[config.mk]
export PLATFORM = sky130hd
export DESIGN_NAME = icache_refill_flat
export DESIGN_NICKNAME = d
export VERILOG_FILES = /design/src/rtl/icache_refill_if.sv /design/src/rtl/icache_refill.sv /design/src/flat_wrapper.sv
export SDC_FILE = /design/constraint.sdc
export NUM_CORES = 1
export LEC_CHECK = 0
export CAP_MARGIN = 20
export CORE_ASPECT_RATIO = 1.25
export CORE_MARGIN = 10
export CORE_UTILIZATION = 46
export DETAILED_ROUTE_END_ITERATION = 12
export HOLD_SLACK_MARGIN = 0.15
export PLACE_DENSITY = 0.82
export SYNTH_ARGS = -nofsm -noshare
export SYNTH_HDL_FRONTEND = slang
export SYNTH_SLANG_ARGS = --single-unit
[constraint.sdc]
create_clock -name clk -period 5.35 [get_ports clk]
set_input_delay 0.8025 -clock clk [delete_from_list [all_inputs] [get_ports clk]]
set_output_delay 0.8025 -clock clk [all_outputs]
set_load 0.01 [all_outputs]
[src/rtl/icache_refill_if.sv]
// Wishbone B3 classic/burst signal bundle between the refill engine and the bus.
interface icache_refill_if;
  logic        wb_ack_i;
  logic        wb_err_i;
  logic        wb_rty_i;
  logic [31:0] wb_dat_i;
  logic        wb_cyc_o;
  logic        wb_stb_o;
  logic        wb_we_o;
  logic [31:0] wb_adr_o;
  logic [2:0]  wb_bte_o;
  logic [2:0]  wb_cti_o;
  logic [3:0]  wb_sel_o;
  logic [31:0] wb_dat_o;

  modport master (
    input  wb_ack_i, wb_err_i, wb_rty_i, wb_dat_i,
    output wb_cyc_o, wb_stb_o, wb_we_o, wb_adr_o, wb_bte_o, wb_cti_o, wb_sel_o, wb_dat_o
  );

  modport slave (
    output wb_ack_i, wb_err_i, wb_rty_i, wb_dat_i,
    input  wb_cyc_o, wb_stb_o, wb_we_o, wb_adr_o, wb_bte_o, wb_cti_o, wb_sel_o, wb_dat_o
  );
endinterface

[src/rtl/icache_refill.sv]
// Instruction-cache line refill engine: one 8-beat incrementing Wishbone read
// burst per miss, bounded restarts on retry, abort on error.
module icache_refill #(
  parameter int MAX_RETRY  = 3,
  parameter int LINE_WORDS = 8
) (
  input  logic                     clk,
  input  logic                     rst_n,
  input  logic                     miss_req,
  input  logic [31:0]              miss_addr,
  output logic [32*LINE_WORDS-1:0] line_data,
  output logic [31:0]              line_addr,
  output logic                     line_we,
  output logic                     busy,
  output logic                     fill_err,
  icache_refill_if.master          wb
);

  localparam int BW = $clog2(LINE_WORDS);
  localparam int RW = $clog2(MAX_RETRY + 1);
  localparam logic [BW-1:0] LAST_BEAT = BW'(LINE_WORDS - 1);

  typedef enum logic [1:0] {IDLE, BURST, RETRY_WAIT, DONE} state_t;

  state_t        state, state_nxt;
  logic [BW-1:0] beat, beat_nxt;
  logic [RW-1:0] retry, retry_nxt;
  logic [31:0]   base_nxt;
  logic          store;
  logic          err_nxt;

  // Read-only burst: data/select/wrap fields never change.
  assign wb.wb_we_o  = 1'b0;
  assign wb.wb_sel_o = 4'hF;
  assign wb.wb_dat_o = 32'h0;
  assign wb.wb_bte_o = 3'b000;

  // Next-state and counter decode; bus response priority is err > rty > ack.
  always_comb begin
    state_nxt = state;
    beat_nxt  = beat;
    retry_nxt = retry;
    base_nxt  = line_addr;
    store     = 1'b0;
    err_nxt   = 1'b0;
    case (state)
      IDLE: if (miss_req) begin
        state_nxt = BURST;
        base_nxt  = {miss_addr[31:5], 5'b0};
        beat_nxt  = '0;
        retry_nxt = '0;
      end
      BURST: begin
        if (wb.wb_err_i) begin
          state_nxt = IDLE;
          err_nxt   = 1'b1;
        end else if (wb.wb_rty_i) begin
          if (retry == RW'(MAX_RETRY)) begin
            state_nxt = IDLE;
            err_nxt   = 1'b1;
          end else begin
            state_nxt = RETRY_WAIT;
            retry_nxt = retry + RW'(1);
            beat_nxt  = '0;
          end
        end else if (wb.wb_ack_i) begin
          store    = 1'b1;
          beat_nxt = beat + BW'(1);
          if (beat == LAST_BEAT) state_nxt = DONE;
        end
      end
      RETRY_WAIT: state_nxt = BURST;
      DONE:       state_nxt = IDLE;
      default:    state_nxt = IDLE;
    endcase
  end

  // State, counters, latched line address and captured words.
  always_ff @(posedge clk or negedge rst_n) begin
    if (!rst_n) begin
      state     <= IDLE;
      beat      <= '0;
      retry     <= '0;
      line_addr <= '0;
      line_data <= '0;
    end else begin
      state     <= state_nxt;
      beat      <= beat_nxt;
      retry     <= retry_nxt;
      line_addr <= base_nxt;
      if (store) line_data[32*beat +: 32] <= wb.wb_dat_i;
    end
  end

  // Registered outputs decoded from the next state, so nothing on the bus
  // side is combinationally reachable from the Wishbone inputs.
  always_ff @(posedge clk or negedge rst_n) begin
    if (!rst_n) begin
      wb.wb_cyc_o <= 1'b0;
      wb.wb_stb_o <= 1'b0;
      wb.wb_adr_o <= '0;
      wb.wb_cti_o <= 3'b000;
      line_we     <= 1'b0;
      busy        <= 1'b0;
      fill_err    <= 1'b0;
    end else begin
      wb.wb_cyc_o <= (state_nxt == BURST);
      wb.wb_stb_o <= (state_nxt == BURST);
      wb.wb_adr_o <= {base_nxt[31:5], beat_nxt, 2'b00};
      if (state_nxt == BURST) wb.wb_cti_o <= (beat_nxt == LAST_BEAT) ? 3'b111 : 3'b010;
      else                    wb.wb_cti_o <= 3'b000;
      line_we     <= (state_nxt == DONE);
      busy        <= (state_nxt != IDLE);
      fill_err    <= err_nxt;
    end
  end

endmodule

[src/flat_wrapper.sv]
// flat-port wrapper written by rule: the top's interface ports become plain ports
module icache_refill_flat 
#(
  parameter int MAX_RETRY  = 3,
  parameter int LINE_WORDS = 8
)
  (clk, rst_n, miss_req, miss_addr, line_data, line_addr, line_we, busy, fill_err, wb_wb_ack_i, wb_wb_err_i, wb_wb_rty_i, wb_wb_dat_i, wb_wb_cyc_o, wb_wb_stb_o, wb_wb_we_o, wb_wb_adr_o, wb_wb_bte_o, wb_wb_cti_o, wb_wb_sel_o, wb_wb_dat_o);
  icache_refill_if wb_i ();
  input  logic clk;
  input  logic rst_n;
  input  logic miss_req;
  input  logic [31:0] miss_addr;
  output logic [32*LINE_WORDS-1:0] line_data;
  output logic [31:0] line_addr;
  output logic line_we;
  output logic busy;
  output logic fill_err;
  input wire logic [$bits(wb_i.wb_ack_i)-1:0] wb_wb_ack_i;
  input wire logic [$bits(wb_i.wb_err_i)-1:0] wb_wb_err_i;
  input wire logic [$bits(wb_i.wb_rty_i)-1:0] wb_wb_rty_i;
  input wire logic [$bits(wb_i.wb_dat_i)-1:0] wb_wb_dat_i;
  output wire logic [$bits(wb_i.wb_cyc_o)-1:0] wb_wb_cyc_o;
  output wire logic [$bits(wb_i.wb_stb_o)-1:0] wb_wb_stb_o;
  output wire logic [$bits(wb_i.wb_we_o)-1:0] wb_wb_we_o;
  output wire logic [$bits(wb_i.wb_adr_o)-1:0] wb_wb_adr_o;
  output wire logic [$bits(wb_i.wb_bte_o)-1:0] wb_wb_bte_o;
  output wire logic [$bits(wb_i.wb_cti_o)-1:0] wb_wb_cti_o;
  output wire logic [$bits(wb_i.wb_sel_o)-1:0] wb_wb_sel_o;
  output wire logic [$bits(wb_i.wb_dat_o)-1:0] wb_wb_dat_o;
  assign wb_i.wb_ack_i = wb_wb_ack_i;
  assign wb_i.wb_err_i = wb_wb_err_i;
  assign wb_i.wb_rty_i = wb_wb_rty_i;
  assign wb_i.wb_dat_i = wb_wb_dat_i;
  assign wb_wb_cyc_o = wb_i.wb_cyc_o;
  assign wb_wb_stb_o = wb_i.wb_stb_o;
  assign wb_wb_we_o = wb_i.wb_we_o;
  assign wb_wb_adr_o = wb_i.wb_adr_o;
  assign wb_wb_bte_o = wb_i.wb_bte_o;
  assign wb_wb_cti_o = wb_i.wb_cti_o;
  assign wb_wb_sel_o = wb_i.wb_sel_o;
  assign wb_wb_dat_o = wb_i.wb_dat_o;
  icache_refill #(.MAX_RETRY(MAX_RETRY), .LINE_WORDS(LINE_WORDS)) u_core (.clk(clk), .rst_n(rst_n), .miss_req(miss_req), .miss_addr(miss_addr), .line_data(line_data), .line_addr(line_addr), .line_we(line_we), .busy(busy), .fill_err(fill_err), .wb(wb_i));
endmodule
==> results.json <==
{
  "yosysWarnings": 0,
  "die_area_mm2": 0.0340,
  "end_kind": "flip-flop",
  "cts_hold_buf": 0,
  "hold_path.class": "in2async",
  "dr.first_iter.drc_count": 353,
  "max_stage_delay_ns": 0.71,
  "vias": 8605,
  "timing.setup.tns_ns": 0,
  "crit_chain": "inv_1 > ha_1 > nor4_1 > nand3_2 > buf_4 > mux2_2",
  "status": "completed",
  "final_cell_mix": "clkdlybuf4s50_1 (384), dfrtp_1 (295), nand2_1 (132), mux2_2 (124), o21ai_0 (65)",
  "port-buffer-count": 385,
  "rr_startpoint": "u_core.beat[0]",
  "drc": 0,
  "wl_per_cell_um": 22.3,
  "setup-violations-final": 0,
  "initial_core_util_pct": 46.5,
  "gp_congestion": 0.816,
  "vias_per_cell": 5.05,
  "yosysTopAreaCellShare_pct": 59.4,
  "critical_path.startpoint": "u_core.beat[0]",
  "rsz0062_at_grt": "false",
  "drv_cap": 0,
  "cts.clk_slew.worst_paths_ns": 0.06,
  "grt_pass1_vias": 9546,
  "crit_family": "simple AND/OR/NAND/NOR gates",
  "cts_num_sinks": 295,
  "critical-path-slowest-cell": "dfrtp_1",
  "crit_fanout": 17,
  "cts_tree": "yes",
  "antenna_found_initial": 1,
  "ys_ff_latch": 295,
  "cts_setup_buffers": 0,
  "relSlewSlack_pct": 31.2,
  "leakagePower_nw": 7.86,
  "final-seq-area_mm2": 0.00738,
  "clk_latency_ns": 0.55,
  "start_kind": "flip-flop",
  "setup_slack_ns": 1.83,
  "required_ns": 5.77,
  "core_mm2": 0.0267,
  "htreeDepth": 1,
  "drtAntennaViolNets": 0,
  "cts.path.max_buffers": 3,
  "p_per_area_mw_per_mm2": 359,
  "fill_cells": 2041,
  "die_h_um": 204,
  "die_width_um": 167,
  "root_buffer": "clkbuf_16",
  "synth_edf_count": 0,
  "grt_pass1_wl_um": 57500,
  "peakVddDrop_uv": 371,
  "r2r_end": "u_core.line_data[9]",
  "synth.avg_cell_area_um2": 12.5,
  "pin_count": 438,
  "synth_area_mm2": 0.0124,
  "final_common_cell": "clkdlybuf4s50_1",
  "ff2ff_setup_slack_ns": 1.83,
  "min_period_over_period_pct": 65.7,
  "synth.distinct_cells": 36,
  "ys.flop_type": "dfrtp_1",
  "syn-instance-count": 993,
  "crit_arrival_ns": 3.94,
  "routed_wl_um": 38000,
  "cts_inserted_buffers": 29,
  "grt_start_max_net_pins": 129,
  "max_freq_mhz": 284,
  "drtPass1Iterations": 6,
  "synth_area_leaders": "dfrtp_1 (59%), mux2_2 (11%), mux2_1 (5.8%)",
  "multiInputGateArea_mm2": 0.00425,
  "overflow": 0,
  "ff2ff_path_depth": 6,
  "finClkSkew_ns": 0.0275,
  "hold_violations": 0,
  "seq_area_frac_synth_pct": 59.4,
  "nets": 1417,
  "ys_async_sr_fraction_pct": 100,
  "worst_pin_slew_ns": 1.03,
  "syn2layout_area_growth_pct": 37.3,
  "crit_type": "reg2reg",
  "num_rows": 67,
  "hpwl_um": 27400,
  "final_max_slew_viol_count": 0,
  "layout-drive-gt1-share_pct": 13.9,
  "post-place-ws_ns": 1.77,
  "synth_top_cell_by_area": "dfrtp_1",
  "post_cts_resized": 0,
  "cp.buffers_inverters": 2,
  "period_needed_ns": 3.52,
  "track_usage_pct": 21.5
}
[cells in the mapped netlist, types with 2 or more instances]
cell and number:
dfrtp_1 295, nor2b_1 3, and3_1 9, o21ai_0 65, buf_4 81, buf_6 6
clkbuf_1 26, a21oi_1 2, nand2_1 132, a21o_1 2, conb_1 2, and2_1 62
nand4_1 2, nor2_1 4, inv_1 38, mux2_2 124, ha_1 8, nand3_2 2
mux2_1 64, mux2i_1 33, nor4_1 2, buf_2 14, a22o_1 2, nor3b_1 2
o31ai_1 2
[layout make-up]
| type | instances | share of cell area (%) |
|---|---|---|
| Antenna cell | 1 | 0.0147 |
| Inverter | 38 | 0.836 |
| Multi-Input combinational cell | 578 | 24.9 |
| Tap cell | 345 | 2.53 |
| Clock buffer | 42 | 4.72 |
| Clock inverter | 7 | 0.242 |
| Timing Repair Buffer | 397 | 23.5 |
| Sequential cell | 295 | 43.3 |
[per-layer routing]
metal  wire length (µm)  part of all wire [%]  GRT usage, %
met2              19500                    51          38.4
met3               3190                   8.4          7.24
met4               1440                   3.8          8.73
met1              13900                    37          22.8
met5                  0                     0             0
[stage by stage]
stage	util, %	instances	hold slack [ns]	cell area [µm²]	power [mW]
3_5_place_dp	60.5	1652	0.469	16200	4.32
2_1_floorplan	-	1038	0.499	12600	3.48
5_1_grt	63.8	1703	0.373	17100	6.42
3_3_place_gp	60.4	1651	0.460	16200	4.28
6_report	63.8	1703	0.308	17100	6.12
4_1_cts	63.7	1701	0.357	17000	6.20
[registers in the layout, summed over array words and instances (netlist names)]
signal,cells
u_core.beat,2
u_core.busy,1
u_core.fill_err,1
u_core.line_addr,1
u_core.line_data,256
u_core.line_we,1
u_core.retry,2
u_core.state,2
u_core.wb.wb_adr_o,27
u_core.wb.wb_cti_o,2
[logic make-up (layout without fill, tap and decap cells)]
logic type	Yosys count	count (layout)	synth area share [%]
adders and majority gates	8	8	0.805
other	2	48	0.0604
DFF	295	295	59.4
muxes	221	221	19.7
and+or+nand+nor	225	225	8.79
AOI/OAI and AO/OA	77	77	3.33
buffers and inverters	165	484	7.93
[worst reg2reg max path: cells and delay by family, from the launching register on]
kind / cells / cell delay, ns
buffers and inverters: 2 / 0.76
AND/OR/NAND/NOR: 2 / 1.01
flip-flops: 1 / 0.71
multiplexers: 1 / 0.32
adder cells (fa/ha/maj): 1 / 0.59
[worst max-delay path by stage]
stage | to | cells after the start
after floorplan | u_core.line_data[162] | 7
after global placement | u_core.line_data[77] | 5
after detailed placement | u_core.line_data[10] | 6
after CTS | u_core.line_data[9] | 6
after global routing | u_core.line_data[6] | 6
final | u_core.line_data[9] | 6
[report_power, final]
part | internal [mW] | switching [mW]
Combinational | 0.898 | 0.695
Sequential | 2.48 | 0.188
Clock | 1.04 | 0.825
Total | 4.42 | 1.71
Power figures use the tool's default switching activity.
